--- config.mk ---
export PLATFORM = sky130hd
export DESIGN_NAME = wb_port_arbiter
export DESIGN_NICKNAME = d
export VERILOG_FILES = /design/src/rtl/wb_port_arbiter.sv
export SDC_FILE = /design/constraint.sdc
export NUM_CORES = 1
export LEC_CHECK = 0
export ABC_AREA = 1
export CAP_MARGIN = 15
export CORE_UTILIZATION = 50
export CTS_BUF_LIST = sky130_fd_sc_hd__clkbuf_4 sky130_fd_sc_hd__clkbuf_8
export DETAILED_ROUTE_END_ITERATION = 7
export PLACE_DENSITY = 0.87
export SLEW_MARGIN = 15
export SYNTH_ARGS = -nofsm -noshare
export SYNTH_HDL_FRONTEND = slang
export SYNTH_SLANG_ARGS = --single-unit
--- constraint.sdc ---
create_clock -name clk -period 3.1 [get_ports clk]
set_clock_uncertainty 0.1 [all_clocks]
set_input_delay 0.62 -clock clk [delete_from_list [all_inputs] [get_ports clk]]
set_output_delay 0.62 -clock clk [all_outputs]
set_load 0.01 [all_outputs]
--- src/rtl/wb_port_arbiter.sv ---
// Register-file write-port arbiter. The in-order pipeline writeback has
// normal priority. Results from the multiply/divide unit are queued in a
// small FIFO and written in cycles the pipeline leaves idle. A starvation
// guard stalls the pipeline for one cycle once the FIFO head has waited
// MAX_WAIT cycles. A query port reports whether a register still has a
// queued MDU write, so the hazard unit can interlock on it.
module wb_port_arbiter #(
   parameter int W        = 32,
   parameter int A        = 5,
   parameter int DEPTH    = 2,   // 2 or 4
   parameter int MAX_WAIT = 4    // 1..15
) (
   input  logic                   clk,
   input  logic                   rst,
   input  logic                   pipe_we,
   input  logic [A-1:0]           pipe_addr,
   input  logic [W-1:0]           pipe_data,
   input  logic                   mdu_valid,
   output logic                   mdu_ready,
   input  logic [A-1:0]           mdu_addr,
   input  logic [W-1:0]           mdu_data,
   output logic                   pipe_stall,
   input  logic [A-1:0]           query_addr,
   output logic                   query_pending,
   output logic [$clog2(DEPTH):0] fifo_count,
   output logic                   write_en,
   output logic [A-1:0]           reg_write_addr,
   output logic [W-1:0]           reg_write_data
);

   localparam int PW = $clog2(DEPTH);
   localparam int CW = PW + 1;

   logic [A-1:0]     addr_q [DEPTH];
   logic [W-1:0]     data_q [DEPTH];
   logic [DEPTH-1:0] valid_q;
   logic [DEPTH-1:0] valid_nxt;
   logic [PW-1:0]    head_q;
   logic [PW-1:0]    tail_q;
   logic [CW-1:0]    count_q;
   logic [3:0]       wait_q;

   logic             fifo_empty;
   logic             xfer;
   logic             push;
   logic             pop;
   logic             bypass;
   logic             sel_we;
   logic [A-1:0]     sel_addr;
   logic [W-1:0]     sel_data;

   // Handshake and stall depend on registered state only, so neither one
   // forms a combinational path back to the requesters.
   assign fifo_empty = (count_q == '0);
   assign mdu_ready  = (count_q != CW'(DEPTH));
   assign pipe_stall = !fifo_empty && (wait_q == 4'(MAX_WAIT));
   assign xfer       = mdu_valid && mdu_ready;
   assign fifo_count = count_q;

   // Write-port owner selection, highest priority first.
   always_comb begin
      sel_we   = 1'b0;
      sel_addr = '0;
      sel_data = '0;
      pop      = 1'b0;
      bypass   = 1'b0;
      if (pipe_stall || (!pipe_we && !fifo_empty)) begin
         pop      = 1'b1;
         sel_we   = 1'b1;
         sel_addr = addr_q[head_q];
         sel_data = data_q[head_q];
      end else if (pipe_we) begin
         // A write to r0 is consumed without touching the register file.
         if (pipe_addr != '0) begin
            sel_we   = 1'b1;
            sel_addr = pipe_addr;
            sel_data = pipe_data;
         end
      end else if (mdu_valid && (mdu_addr != '0)) begin
         // The FIFO is empty here, so mdu_ready is high and the result
         // can skip the queue entirely.
         bypass   = 1'b1;
         sel_we   = 1'b1;
         sel_addr = mdu_addr;
         sel_data = mdu_data;
      end
   end

   // Results for r0 complete the handshake but are never stored.
   assign push           = xfer && (mdu_addr != '0) && !bypass;
   assign write_en       = sel_we && rst;
   assign reg_write_addr = sel_addr;
   assign reg_write_data = sel_data;

   // Per-entry valid bits, kept so the query can scan the storage directly.
   always_comb begin
      valid_nxt = valid_q;
      if (pop) valid_nxt[head_q] = 1'b0;
      if (push) valid_nxt[tail_q] = 1'b1;
   end

   // Pending-destination lookup over the queued entries only.
   always_comb begin
      query_pending = 1'b0;
      for (int i = 0; i < DEPTH; i++) begin
         if (valid_q[i] && (addr_q[i] == query_addr)) query_pending = 1'b1;
      end
      if (query_addr == '0) query_pending = 1'b0;
   end

   // FIFO storage; contents need no reset because valid_q qualifies them.
   always_ff @(posedge clk) begin
      if (push) begin
         addr_q[tail_q] <= mdu_addr;
         data_q[tail_q] <= mdu_data;
      end
   end

   // Pointers, occupancy and head wait counter.
   always_ff @(posedge clk or negedge rst) begin
      if (!rst) begin
         head_q  <= '0;
         tail_q  <= '0;
         count_q <= '0;
         wait_q  <= '0;
         valid_q <= '0;
      end else begin
         valid_q <= valid_nxt;
         if (push) tail_q <= tail_q + PW'(1);
         if (pop) head_q <= head_q + PW'(1);
         if (push && !pop) count_q <= count_q + CW'(1);
         else if (pop && !push) count_q <= count_q - CW'(1);
         if (fifo_empty || pop) wait_q <= '0;
         else if (wait_q != 4'(MAX_WAIT)) wait_q <= wait_q + 4'd1;
      end
   end

endmodule

==> results of run 1 <==
## how the worst max path moves through the flow
stage / from / end / slack, ps
floorplan: pipe_we / addr_q[0][0] / 560
global placement: mdu_addr[4] / reg_write_data[0] / 30
detailed placement: mdu_addr[4] / reg_write_data[9] / -10
CTS: mdu_addr[4] / reg_write_data[25] / -10
global route: query_addr[2] / query_pending / -80
finish: mdu_valid / reg_write_addr[0] / -9
## power breakdown
| part | leakage (nW) | switching [mW] | internal (mW) |
|---|---|---|---|
| Sequential | 0.806 | 0.114 | 1.51 |
| Combinational | 2.40 | 1.17 | 0.861 |
| Clock | 0.105 | 0.398 | 0.451 |
## layout by cell type, fill, tap and decap left out, types with 4 or more instances in the layout
cell               n
edfxtp_1          74
dfrtp_1           10
clkbuf_16          6
inv_1             35
nand2_1          283
nor2_4             4
clkbuf_8           9
dlygate4sd2_1      5
nor2_1            17
clkdlybuf4s50_1   88
nand3_1           74
dlymetal6s2s_1    31
buf_4             20
buf_12             6
## repair_timing
| action | CTS | global route |
|---|---|---|
| hold endpoints to repair | 0 | 0 |
| setup endpoints to repair | 29 | 33 |
| pin swaps | 1 | 3 |
| gates cloned | 1 | 6 |
| buffers inserted | 2 | 9 |
| resized for setup | 15 | 36 |
## stage by stage
stage          std cells  worst slack (ps)  setup TNS, ps  instance area, µm²
2_1_floorplan        552               559              0                4470
3_3_place_gp         774              28.2              0                5890
3_5_place_dp         774             -12.0          -12.0                5890
4_1_cts              792             -13.2          -13.2                6170
5_1_grt              807             -83.8           -280                6510
6_report             807             -9.24          -9.24                6510
## kinds of logic (layout without fill, tap and decap cells)
kind of cell / after synthesis / in the layout / synth area share (%)
AOI/OAI and AO/OA: 8 / 8 / 0.980
adders and majority gates: 3 / 3 / 0.840
buffers and inverters: 65 / 212 / 6.50
and+or+nand+nor: 388 / 388 / 35.6
xor gates and xnor gates: 4 / 4 / 0.784
DFF: 84 / 84 / 55.3
## sequential cells by signal, indices dropped and copies added, names as in the netlist
register / flops
addr_q: 10
fifo_count: 2
data_q: 64
tail_q: 1
wait_q: 4
head_q: 1
valid_q: 2
## layer usage
layer | vias to the layer above | global-route usage, %
li1 | 2061 | -
met1 | 2042 | 34.7
met2 | 314 | 47.6
met3 | 68 | 5.32
met4 | 0 | 15.0
met5 | - | 0
## Yosys cell counts, drive strengths merged, types with 3 or more instances
cell type	instances
nand2	286
nand3	75
edfxtp	74
inv	38
buf	25
nor2	23
dfrtp	10
ha	3
o21ai	3
o22ai	3
## final cells by class
| cell class | count | area share (%) |
|---|---|---|
| Sequential cell | 84 | 38.0 |
| Timing Repair Buffer | 159 | 27.3 |
| Multi-Input combinational cell | 403 | 27.0 |
| Inverter | 38 | 2.38 |
| Tap cell | 108 | 2.08 |
| Clock buffer | 9 | 1.90 |
| Clock inverter | 6 | 1.38 |
==> metrics.md, run 1 <==
| Metric | Value |
|---|---|
| Synth cell types | 25 |
| Max incr delay on CP | 550 ps |
| Area contributors post-synth | edfxtp_1, nand2_1, nand3_1 |
| Final HPWL DP | 8.26 mm |
| First-pass GRT wire length | 19.6 mm |
| Max Clk Rate | 322 MHz |
| Crit path DAT | 2390 ps |
| DR iter-0 viols | 433 |
| CTS tree | yes |
| Die Y | 96.5 µm |
| Area Overhead vs Synth | 45.7% |
| Fill cell count | 585 |
| R2r startpoint | wait_q[0] |
| Final Cycle Share | 100% |
| Initial Util | 51.5% |
| Met3 routed WL | 1.39 mm |
| CTS clk-pin slew, worst paths | 70 ps |
| Failing checks | negative setup slack |
| Number of synthesized flops with an enable pin | 74 |
| Slew headroom | 68.1% |
| CTS Root Cell | clkbuf_8 |
| Worst-Margin Slew | 478 ps |
| HP Start | wait_q[0] |
| Critical path cell sequence | clkdlybuf4s50_1, inv_1, nor2_4, buf_12, clkbuf_16, nand2_1, nand2_1, nand2_1, nand3_1, clkdlybuf4s50_1 |
| Die W | 96.5 µm |
| Worst hold slack | 396 ps |
| Setup CP Type | in2out |
| Ant diodes | 0 |
| Post-route ant nets | 0 |
| Sequential area share after synthesis | 55.3% |
| # DRC | 0 |
| Hold Fails Final Rpt | 0 |
| Slowest CP cell | clkdlybuf4s50_1 |
| Syn Inst Count | 552 |
| Core area | 8680 µm² |
| Max-cap violations | 0 |
| FP Rows | 34 |
| Share of cells above drive strength 1 | 9.30% |
| Largest area contributor in the netlist | edfxtp_1 |
| Max Used Layer | met4 |
| CP most frequent cell | nand2_1 |
| Largest net degree at the start of global routing | 35 |
| Fin nets | 781 |
| FFs w/ async S/R, synth | 11.9% |
| Port buffer count | 125 |
| Register-to-Register Path Depth | 10 |
| Top_reg_cell synth | edfxtp_1 |
| Vias | 4485 |
| Longest Clk Path Bufs | 2 |
| Die area | 9320 µm² |
| DRT met1 WL | 5.24 mm |
| Fin crit period | 3110 ps |
| Cell depth of the worst setup path | 10 |
| Final setup fails | 1 |
| WL met2 | 6.93 mm |
| Final Util | 75.0% |
| Hold-fix buffers, CTS | 0 |
| Crit-path max FO | 8 |
| Reg2reg end | fifo_count[1] |
| VDD IR max | 0.000455 V |
| Startpoint types | input pin |
| Total power | 4.51 mW |
| CP endpoint kind | output port |
| Top cell type's share of synthesized area | 49.7% |
| HP Class | reg2reg |
| R2R setup slack | 950 ps |
| Register area | 2470 µm² |
| RSZ-0062 raised after global routing | true |
| CP delay by family, top | buffers and inverters |
| Drt total wl | 14.2 mm |
| GRT Total Usage | 28.4% |
| Drt first pass iters | 5 |
| Status | complete, but fails checks |
| Buf/Inv on CP | 5 |
| Syn Area/Cell | 8.09 µm² |
| Data required, critical path | 2380 ps |
| Synth warn | 0 |
| Post-synthesis cell area | 4470 µm² |
| WHS Path Cells | 1 |
| Final max-slew violation count | 0 |
| WL/cell | 17.6 µm |
| Area taken by multi-input logic gates | 1760 µm² |
| Vias in the first global route | 4288 |
| CTS Buf Count | 9 |
| H-tree depth | 3 |
| Worst-skew pair later-pin latency | 340 ps |
| Initial antenna violation count | 0 |
| Final Worst Setup Slack | -9.24 ps |
| PD cells | 693 nW/µm² |
| Post-synth net total | 638 |
| Detailed-route vias per instance | 5.56 |
| Leakage Power | 3.31 nW |
| Synthesized flop and latch total | 84 |
| Gr ovfl total | 0 |
| Clk sinks | 84 |
| Final Wtd Congestion | 0.838 |
| Ports | 126 |
| Worst Hold End | wait_q[0] |
(Power assumes the default switching activity.)
==> inputs of run 2 (changes only) <==
--- a/config.mk
+++ b/config.mk
@@ -15,3 +15,4 @@
 export SYNTH_ARGS = -nofsm -noshare
 export SYNTH_HDL_FRONTEND = slang
 export SYNTH_SLANG_ARGS = --single-unit
+export TNS_END_PERCENT = 100
==> results of run 2 <==
No change in the layout: final DEF, timing and power equal those of run 1.
==> patch: new RTL, config.mk and constraints of run 1 <==
Change the parameter `W` from 32 to 64.
--- a/src/rtl/wb_port_arbiter.sv
+++ b/src/rtl/wb_port_arbiter.sv
@@ -7,3 +7,3 @@
 module wb_port_arbiter #(
-   parameter int W        = 32,
+   parameter int W        = 64,
    parameter int A        = 5,
Ports: changed (resized mdu_data, pipe_data and reg_write_data); port bits go from 126 to 222. No check against the original RTL was run, so the function may have changed too.
==> patch against run 1 <==
Worst setup slack gained 0.035 ns. Design area rose by 62%. Sequential cell count is 64 higher. Synthesized area increased by 66%. Total power rose by 67%. Combinational power rose by 60%. Wire length is 49% higher. Sequential power rose by 72%. Maximum frequency rose by 1.2%. Largest cell class unchanged. Largest power group unchanged.
==> patch: results (changes against run 1) <==
[synthesis]
synth.avg_cell_area_um2 = 8.773  ; +8.4%
synth.yosys.seq_area_share = 0.5941  ; +0.04080
synth_edf_count = 138  ; +86%
synthTopCellsByCount = 418 x nand2_1, 138 x edfxtp_1, 81 x nand3_1
netlist_top_cells_area = edfxtp_1 56%, nand2_1 21%, nand4_1 5.5%
synth_nets = 993  ; +56%
synth-async-reset-ratio = 0.06757  ; -0.05148

[placed_design]
io_buffers = 221  ; +77%
preCtsSetupSlack_ns = -0.1675  ; -0.1555 ns
place_congestion = 0.9189  ; +9.6%
dp_hpwl_um = 13840  ; +68%
placed_area_um2 = 9915  ; +68%

[cts]
h-tree-depth = 4  ; +1
numCtsBuffers = 17  ; +8
clk_latency_ns = 0.43  ; +0.09 ns

[final_layout]
fillers = 1025  ; +75%
stdcell_area_um2 = 10530  ; +62%
sh_seq_area = 0.4173  ; +0.03742
design.seq.count = 148  ; +76%
inverters = 31  ; -18%
multiInputGateArea_um2 = 2671  ; +52%
drive_above_1_share = 0.08611  ; -0.006879
layoutNonFillerInstCount = 1264  ; +57%

[global_routing]
grt_usage = 0.2722  ; -0.01144
grt_pass1_vias = 6157  ; +44%
grt_pass1_wl_um = 30930  ; +58%

[worst_setup_path]
rr_endpoint = data_q[0][52]
crit_start = mdu_addr[2]
reg2reg_setup_slack_ns = 0.64  ; -0.31 ns
critPathArrivalTime_ns = 2.35  ; -0.04 ns
crit_end = reg_write_data[35]

[power_and_ir_drop]
power.internal_mw = 4.818  ; +71%
clock_power_mw = 1.44  ; +70%
cellPowerDensity_nw_per_um2 = 713.8  ; +3.0%
p_leak_nw = 4.757  ; +44%
peakVddDrop_mv = 0.4432  ; -2.7%

[min_path]
hold_path_class = in -> async

[timing]
clock.fmax_ghz = 0.3253  ; +1.2%
tightest_slew_ns = 0.5641  ; +0.08574 ns

[drt]
drt-initial-drc-count = 498  ; +15%
wl_um = 21140  ; +49%

[status]
status = finished clean

## patch: cell count changes in the layout (fill, tap and decap cells not counted), moves of 10 or more
cell / delta
inv_1: -11
dlygate4sd2_1: +34
edfxtp_1: +64
dlymetal6s2s_1: -10
clkdlybuf4s50_1: +61
nand4_1: +64
nand2_1: +132
## patch: metal layers
layer  part of all wire  wire, um  track usage  vias to the layer above
met5                  0         0            0                        -
met4              0.018       382       0.1024                        0
met3              0.087      1833      0.06548                       34
met2               0.51     10760       0.4708                      361
met1               0.39      8162       0.3285                     3207
li1                   -         -            -                     3288
## patch: how the worst min path moves through the flow
stage / endpoint / cells after the start / from / slack [ns]
2_1_floorplan: fifo_count[0] / 0 / rst / 0.22
3_3_place_gp: tail_q / 2 / tail_q / 0.38
3_5_place_dp: tail_q / 2 / tail_q / 0.39
4_1_cts: fifo_count[1] / 2 / rst / 0.37
5_1_grt: valid_q[0] / 2 / rst / 0.39
6_report: fifo_count[1] / 2 / rst / 0.40
## patch: kinds of logic (layout without fill, tap and decap cells)
| logic type | Yosys count | in the layout | share of synthesized area |
|---|---|---|---|
| and+or+nand+nor | 589 | 589 | 0.3358 |
| buffers and inverters | 87 | 324 | 0.05210 |
| adders and majority gates | 3 | 3 | 0.005076 |
| DFF | 148 | 148 | 0.5941 |
| AOI/OAI and AO/OA | 12 | 12 | 0.008121 |
| xor gates and xnor gates | 4 | 4 | 0.004738 |
## patch: worst register-to-register path: cells and delay by family (launching register included)
family        cells  cell delay, ns
fa+ha+maj         1            0.18
simple gates      5            0.71
flops             1            0.39
buf+inv           4            0.76
## patch: timing repair
item / 4_1_cts / 5_1_grt
pin swaps: 2 / 3
setup buffers: 6 / 3
cloned: 3 / 0
endpoints found under the setup margin: 70 / 69
hold buffers: 0 / 0
gates resized for setup: 69 / 47
endpoints found under the hold margin: 0 / 0
